$ cat config.mk
export PLATFORM = sky130hd
export DESIGN_NAME = sc_obc_axil_regif
export DESIGN_NICKNAME = d
export VERILOG_FILES = /design/src/rtl/sc_obc_axil_pkg.sv /design/src/rtl/sc_obc_axil_regfile.sv /design/src/rtl/sc_obc_axil_regif.sv
export SDC_FILE = /design/constraint.sdc
export NUM_CORES = 1
export LEC_CHECK = 0
export CORE_ASPECT_RATIO = 1.2
export CORE_MARGIN = 10
export CORE_UTILIZATION = 35
export CTS_CLUSTER_SIZE = 14
export DETAILED_ROUTE_END_ITERATION = 10
export SYNTH_ARGS = -nofsm -noshare
export SYNTH_HDL_FRONTEND = slang
export SYNTH_SLANG_ARGS = --single-unit
$ cat constraint.sdc
create_clock -name CLK -period 8.8 [get_ports CLK]
set_clock_uncertainty 0.05 [all_clocks]
set_input_delay 2.64 -clock CLK [delete_from_list [all_inputs] [get_ports CLK]]
set_output_delay 2.64 -clock CLK [all_outputs]
set_load 0.005 [all_outputs]
$ cat src/rtl/sc_obc_axil_pkg.sv
// sc_obc_axil_pkg: shared AXI4-Lite response codes, register offsets and channel FSM state types.
package sc_obc_axil_pkg;
    localparam logic [1:0] RESP_OKAY   = 2'b00;
    localparam logic [1:0] RESP_SLVERR = 2'b10;
    localparam logic [1:0] RESP_DECERR = 2'b11;

    localparam logic [31:0] OFF_VERSION = 32'h000;
    localparam logic [31:0] OFF_STATUS  = 32'h004;
    localparam logic [31:0] OFF_SCRATCH = 32'h010;
    localparam logic [31:0] OFF_TS_LO   = 32'h040;
    localparam logic [31:0] OFF_TS_HI   = 32'h044;

    localparam logic [31:0] VERSION_DEFAULT = 32'h0001_0000;

    typedef enum logic {W_IDLE, W_RESP} w_state_t;
    typedef enum logic {R_IDLE, R_RESP} r_state_t;

    function automatic logic [7:0] sat_add(input logic [7:0] a, input logic [1:0] b);
        logic [8:0] s;
        s = {1'b0, a} + {7'b0, b};
        return s[8] ? 8'hFF : s[7:0];
    endfunction
endpackage

$ cat src/rtl/sc_obc_axil_regfile.sv
// sc_obc_axil_regfile: address decode, scratch storage, error counter and (with SC_OBC_AXIL_TIMESTAMP_EN) a 64-bit timestamp.
module sc_obc_axil_regfile
    import sc_obc_axil_pkg::*;
#(
    parameter int          ADDR_W      = 12,
    parameter int          NUM_SCRATCH = 4,
    parameter logic [31:0] VERSION     = VERSION_DEFAULT
) (
    input  logic              clk,
    input  logic              rst,
    input  logic              wr_en,
    input  logic [ADDR_W-1:0] wr_addr,
    input  logic [31:0]       wr_data,
    input  logic [3:0]        wr_strb,
    output logic [1:0]        wr_resp,
    input  logic              rd_en,
    input  logic [ADDR_W-1:0] rd_addr,
    output logic [31:0]       rd_data,
    output logic [1:0]        rd_resp
);
    logic [31:0] wa, ra;
    logic [31:0] scratch [NUM_SCRATCH];
    logic [NUM_SCRATCH-1:0] w_hit;
    logic [7:0] err_cnt;
    logic clr;
    logic [1:0] inc;

    assign wa = 32'({wr_addr[ADDR_W-1:2], 2'b00});
    assign ra = 32'({rd_addr[ADDR_W-1:2], 2'b00});

`ifdef SC_OBC_AXIL_TIMESTAMP_EN
    logic [63:0] ts;
    logic [31:0] ts_hi_snap;
    // Reading TS_LO freezes the upper half so a following TS_HI read forms a coherent pair.
    always_ff @(posedge clk or posedge rst) begin
        if (rst) begin
            ts         <= '0;
            ts_hi_snap <= '0;
        end else begin
            ts <= ts + 64'd1;
            if (rd_en && ra == OFF_TS_LO) ts_hi_snap <= ts[63:32];
        end
    end
`endif

    always_comb begin
        for (int i = 0; i < NUM_SCRATCH; i++) w_hit[i] = wa == OFF_SCRATCH + 32'(4 * i);
    end

    always_comb begin
        wr_resp = (|w_hit || wa == OFF_STATUS) ? RESP_OKAY : RESP_DECERR;
        if (wa == OFF_VERSION) wr_resp = RESP_SLVERR;
`ifdef SC_OBC_AXIL_TIMESTAMP_EN
        if (wa == OFF_TS_LO || wa == OFF_TS_HI) wr_resp = RESP_SLVERR;
`endif
    end

    always_comb begin
        rd_data = '0;
        rd_resp = RESP_DECERR;
        if (ra == OFF_VERSION) begin
            rd_data = VERSION;
            rd_resp = RESP_OKAY;
        end
        if (ra == OFF_STATUS) begin
            rd_data = {24'h0, err_cnt};
            rd_resp = RESP_OKAY;
        end
        for (int i = 0; i < NUM_SCRATCH; i++) begin
            if (ra == OFF_SCRATCH + 32'(4 * i)) begin
                rd_data = scratch[i];
                rd_resp = RESP_OKAY;
            end
        end
`ifdef SC_OBC_AXIL_TIMESTAMP_EN
        if (ra == OFF_TS_LO) begin
            rd_data = ts[31:0];
            rd_resp = RESP_OKAY;
        end
        if (ra == OFF_TS_HI) begin
            rd_data = ts_hi_snap;
            rd_resp = RESP_OKAY;
        end
`endif
    end

    always_ff @(posedge clk or posedge rst) begin
        if (rst) begin
            for (int i = 0; i < NUM_SCRATCH; i++) scratch[i] <= '0;
        end else if (wr_en) begin
            for (int i = 0; i < NUM_SCRATCH; i++)
                for (int b = 0; b < 4; b++)
                    if (w_hit[i] && wr_strb[b]) scratch[i][8*b +: 8] <= wr_data[8*b +: 8];
        end
    end

    // A B-side and an R-side error in the same cycle both count; a clear overrides either.
    assign clr = wr_en && wa == OFF_STATUS && wr_strb[0];
    assign inc = {1'b0, wr_en && wr_resp != RESP_OKAY} + {1'b0, rd_en && rd_resp != RESP_OKAY};

    always_ff @(posedge clk or posedge rst) begin
        if (rst) err_cnt <= '0;
        else err_cnt <= clr ? 8'h00 : sat_add(err_cnt, inc);
    end
endmodule

$ cat src/rtl/sc_obc_axil_regif.sv
// sc_obc_axil_regif: AXI4-Lite register-file responder with independent write and read channel FSMs.
// Optional timestamp registers enabled by defining SC_OBC_AXIL_TIMESTAMP_EN.
module sc_obc_axil_regif
    import sc_obc_axil_pkg::*;
#(
    parameter int          ADDR_W      = 12,
    parameter int          NUM_SCRATCH = 4,
    parameter logic [31:0] VERSION     = VERSION_DEFAULT
) (
    input  logic              CLK,
    input  logic              RST,
    input  logic [ADDR_W-1:0] S_AXI_AWADDR,
    input  logic              S_AXI_AWVALID,
    output logic              S_AXI_AWREADY,
    input  logic [31:0]       S_AXI_WDATA,
    input  logic [3:0]        S_AXI_WSTRB,
    input  logic              S_AXI_WVALID,
    output logic              S_AXI_WREADY,
    output logic [1:0]        S_AXI_BRESP,
    output logic              S_AXI_BVALID,
    input  logic              S_AXI_BREADY,
    input  logic [ADDR_W-1:0] S_AXI_ARADDR,
    input  logic              S_AXI_ARVALID,
    output logic              S_AXI_ARREADY,
    output logic [31:0]       S_AXI_RDATA,
    output logic [1:0]        S_AXI_RRESP,
    output logic              S_AXI_RVALID,
    input  logic              S_AXI_RREADY
);
    w_state_t w_state, w_next;
    r_state_t r_state, r_next;
    logic aw_done, w_done, aw_hs, w_hs, ar_hs, wr_fire;
    logic [ADDR_W-1:0] aw_q, wr_addr;
    logic [31:0] wdata_q, wr_data, rd_data;
    logic [3:0] wstrb_q, wr_strb;
    logic [1:0] wr_resp, rd_resp;

    assign S_AXI_AWREADY = w_state == W_IDLE && !aw_done;
    assign S_AXI_WREADY  = w_state == W_IDLE && !w_done;
    assign S_AXI_BVALID  = w_state == W_RESP;
    assign S_AXI_ARREADY = r_state == R_IDLE;
    assign S_AXI_RVALID  = r_state == R_RESP;

    assign aw_hs = S_AXI_AWVALID && S_AXI_AWREADY;
    assign w_hs  = S_AXI_WVALID && S_AXI_WREADY;
    assign ar_hs = S_AXI_ARVALID && S_AXI_ARREADY;
    // The last of AW/W may arrive this cycle, so bypass its latch.
    assign wr_fire = (aw_done || aw_hs) && (w_done || w_hs);
    assign wr_addr = aw_done ? aw_q : S_AXI_AWADDR;
    assign wr_data = w_done ? wdata_q : S_AXI_WDATA;
    assign wr_strb = w_done ? wstrb_q : S_AXI_WSTRB;

    always_ff @(posedge CLK or posedge RST) begin
        if (RST) begin
            w_state <= W_IDLE;
            r_state <= R_IDLE;
        end else begin
            w_state <= w_next;
            r_state <= r_next;
        end
    end

    always_comb begin
        w_next = w_state;
        r_next = r_state;
        if (w_state == W_IDLE && wr_fire) w_next = W_RESP;
        if (w_state == W_RESP && S_AXI_BREADY) w_next = W_IDLE;
        if (ar_hs) r_next = R_RESP;
        if (r_state == R_RESP && S_AXI_RREADY) r_next = R_IDLE;
    end

    always_ff @(posedge CLK or posedge RST) begin
        if (RST) begin
            aw_done     <= 1'b0;
            w_done      <= 1'b0;
            aw_q        <= '0;
            wdata_q     <= '0;
            wstrb_q     <= '0;
            S_AXI_BRESP <= RESP_OKAY;
            S_AXI_RDATA <= '0;
            S_AXI_RRESP <= RESP_OKAY;
        end else begin
            if (wr_fire) begin
                aw_done     <= 1'b0;
                w_done      <= 1'b0;
                S_AXI_BRESP <= wr_resp;
            end else begin
                if (aw_hs) begin
                    aw_done <= 1'b1;
                    aw_q    <= S_AXI_AWADDR;
                end
                if (w_hs) begin
                    w_done  <= 1'b1;
                    wdata_q <= S_AXI_WDATA;
                    wstrb_q <= S_AXI_WSTRB;
                end
            end
            if (ar_hs) begin
                S_AXI_RDATA <= rd_data;
                S_AXI_RRESP <= rd_resp;
            end
        end
    end

    sc_obc_axil_regfile #(
        .ADDR_W(ADDR_W),
        .NUM_SCRATCH(NUM_SCRATCH),
        .VERSION(VERSION)
    ) u_regfile (
        .clk(CLK),
        .rst(RST),
        .wr_en(wr_fire),
        .wr_addr(wr_addr),
        .wr_data(wr_data),
        .wr_strb(wr_strb),
        .wr_resp(wr_resp),
        .rd_en(ar_hs),
        .rd_addr(S_AXI_ARADDR),
        .rd_data(rd_data),
        .rd_resp(rd_resp)
    );
endmodule
==> flow_metrics.py <==
metrics = {
    "routing": {
        "wl_met2_mm": 12.85,
        "wirelength_mm": 24.56,
        "drt-met1-wl_mm": 10.45,
        "top_layer": "met4",
        "vias_per_cell": 5.111,
        "drc_errors": 0,
        "drt_pass1_iterations": 4,
        "drtIter0Drc": 284,
        "wl_per_cell_um": 19.04,
        "vias": 6593,
        "ant_nets": 0,
        "met3_length_um": 908,
    },
    "yosys": {
        "syn_area_mm2": 0.01026,
        "synth_async_sr_flop_share_pct": 100.0,
        "synth_area_per_cell_um2": 13.00,
        "ys_seq_area_share_pct": 53.92,
        "synth.area.top_cells": "dfrtp_1, mux2_2, nand4_4",
        "synth.most_common_cell": "dfrtp_1",
        "ys_seq_elements": 221,
        "synth_edf_count": 0,
        "synth_nets": 858,
        "synth_commonest_cells": "dfrtp_1, mux2_2, nand2_1",
        "synth_warnings": 0,
        "synthCells": 789,
        "ys_dominant_reg_cell": "dfrtp_1",
        "synth_top_area_share_pct": 53.92,
        "yosys.area.top_type": "dfrtp_1",
        "synth.distinct_cells": 49,
    },
    "timing": {
        "timing.fmax_mhz": 192.7,
        "rsz0062_at_grt": "false",
        "timing.final.crit_share_pct": 58.97,
        "tns_ps": 0,
        "hold_viol": 0,
        "maxSlewHeadroom_pct": 22.48,
        "setup_violations": 0,
        "slew_violations": 0,
        "worst_pin_slew_ps": 1163,
        "post-route-min-period_ps": 5189,
    },
    "min_path": {
        "min_from": "S_AXI_RDATA[28]",
        "hold_path_class": "reg -> reg",
        "min_to": "S_AXI_RDATA[28]",
        "hold_path_depth": 2,
    },
    "layout": {
        "fin_nets": 957,
        "diodes": 0,
        "fin_area_mm2": 0.01247,
        "drive_gt1_share_pct": 33.70,
        "fillers": 2674,
        "syn_to_final_growth_pct": 21.58,
    },
    "floorplan": {
        "io_pins": 108,
        "die_height_um": 207.5,
        "start_util_pct": 35.56,
        "core-area_mm2": 0.02884,
        "rows": 68,
        "dieArea_mm2": 0.03658,
        "die_x_um": 176.3,
    },
    "placement": {
        "hpwlAfterDp_mm": 16.05,
        "gp_congestion": 0.7447,
        "io_buffers": 103,
        "dpl_cell_area_mm2": 0.01167,
    },
    "global_routing": {
        "grt_usage_pct": 13.22,
        "grt_max_degree": 95,
        "grt_pass1_wl_mm": 39.17,
        "grt_pass1_vias": 6983,
        "antenna_found_initial": 0,
        "grt_remaining_overflow": 0,
    },
    "worst_setup_path": {
        "crit_path_max_fanout": 23,
        "path_depth": 4,
        "timing.rr.start": "w_done",
        "cp_cell_sequence": "clkdlybuf4s50_1 > nand2b_1 > or4_1 > o31ai_1",
        "r2r_cells": 10,
        "rr_endpoint": "u_regfile.err_cnt[1]",
        "r2r_slack_ps": 5550,
        "cp_slowest_stage_delay_ps": 1130,
        "slowest_stage": "or4_1",
        "crit_path_start_kind": "input pin",
        "end_kind": "register",
        "cpLargestDelayFamily": "simple AND/OR/NAND/NOR gates",
        "cp_data_required_time_ps": 9140,
        "cp.buffers_inverters": 1,
        "path_class": "in -> reg",
        "cp.arrival_ps": 5530,
    },
    "power_and_ir_drop": {
        "vdd_ir_drop_max_mv": 0.1015,
        "leakage_nw": 5.790,
        "swShare_pct": 28.64,
        "power.switching_mw": 0.8367,
        "p_int_mw": 2.085,
        "seqPwrFrac_pct": 43.3,
        "power.density_mw_per_mm2": 234.3,
        "clockPowerShare_pct": 34.8,
        "power_frac_comb_pct": 21.8,
    },
    "clocking": {
        "clkLatencyLatePin_ps": 510,
        "cts_setup_buffers": 0,
        "h-tree-depth": 1,
        "clock-sinks": 221,
        "clockBufferDepth": 3,
        "clockRootBuffer": "clkbuf_16",
        "hold_buffers": 0,
        "cts_tree": "done",
        "cts_resized": 0,
        "clk_pin_slew_ps": 60,
        "numCtsBuffers": 25,
    },
    "run": {
        "maxCapViolCount": 0,
    },
    "outcome": {
        "status": "finished, final reports clean",
    },
}
-- tightest hold or removal path: cells and delay by family (launching register included) --
family	cells	cell delay, ps
flip-flops	1	350
AND/OR/NAND/NOR	1	50
AO/OA/AOI/OAI	1	50
-- power by group through the flow --
| stage | registers (mW) | clock network [mW] | logic [mW] |
|---|---|---|---|
| after global placement | 1.27 | 0 | 0.640 |
| final | 1.27 | 1.02 | 0.638 |
| after detailed placement | 1.28 | 0 | 0.650 |
| after global routing | 1.29 | 1.09 | 0.706 |
| after floorplan | 1.25 | 0 | 0.493 |
| after CTS | 1.27 | 1.04 | 0.654 |
-- flip-flops by register name (all words and copies together) (netlist names), 2 cells and up --
name               flops
S_AXI_BRESP            2
S_AXI_RDATA           32
aw_q                  10
u_regfile.err_cnt      8
u_regfile.scratch    128
wdata_q               32
wstrb_q                4
-- metrics by stage --
stage                     total power [mW]  setup slack, ps  util (%)  std cells  hold WS (ps)
after floorplan                      1.739            60.59         -        789         414.6
after global placement               1.914             3219     40.45       1246         414.0
after detailed placement             1.933             3144     40.45       1246         423.3
after CTS                            2.963             3613     43.23       1290         437.4
after global routing                 3.081             3409     43.23       1290         455.5
final                                2.922             3611     43.23       1290         433.9
-- kinds of logic (layout without fill, tap and decap cells) --
group / count (synthesis) / count (layout) / synth area share [%]
fa+ha+maj: 2 / 2 / 0.3172
simple gates: 159 / 159 / 9.552
buf+inv: 54 / 170 / 2.318
xor+xnor: 4 / 4 / 0.3417
compound gates: 111 / 111 / 7.210
flops: 221 / 221 / 53.92
mux: 238 / 238 / 26.34
-- worst max-delay path by stage --
stage	start	to	slack, ps
final	S_AXI_ARADDR[4]	S_AXI_RDATA[25]	3610
after global routing	S_AXI_ARADDR[4]	S_AXI_RDATA[8]	3410
after CTS	S_AXI_ARADDR[4]	S_AXI_RDATA[25]	3610
after detailed placement	S_AXI_ARADDR[4]	S_AXI_RDATA[22]	3140
after global placement	S_AXI_ARADDR[4]	S_AXI_RDATA[21]	3220
after floorplan	RST	S_AXI_BRESP[0]	60
-- final cells by class --
type | instances | area [µm²] | share of cell area [%]
clock buffers | 38 | 744.5 | 5.970
inverters | 11 | 48.80 | 0.3913
well taps | 385 | 481.7 | 3.863
multi-input cells | 514 | 4488 | 35.99
repair buffers | 115 | 1116 | 8.950
clock inverters | 6 | 58.81 | 0.4716
flip-flops and latches | 221 | 5532 | 44.36
-- cells in the final DEF (no fill, tap or decap), drive strengths merged, types with 2 or more instances in the layout --
master | netlist | final
a211oi | 2 | 2
a21oi | 18 | 18
and3 | 3 | 3
buf | 13 | 13
clkbuf | 30 | 38
clkdlybuf4s50 | 0 | 102
clkinv | 0 | 4
dfrtp | 221 | 221
inv | 11 | 12
mux2 | 231 | 231
mux2i | 7 | 7
nand2 | 48 | 48
nand2b | 12 | 12
nand3 | 11 | 11
nand3b | 4 | 4
nand4 | 17 | 17
nor2 | 36 | 36
nor2b | 11 | 11
nor3 | 7 | 7
nor4 | 2 | 2
o211ai | 9 | 9
o21a | 2 | 2
o21ai | 24 | 24
o22ai | 26 | 26
o31ai | 23 | 23
o32ai | 2 | 2
or4 | 3 | 3
xor2 | 3 | 3
-- metal layers --
layer  vias up  track usage [%]
li1       3084                -
met1      3394            16.02
met2        93            23.50
met3        22            2.220
met4         0            3.503
met5         -                0
No activity file was read; power rests on OpenSTA's default activity.
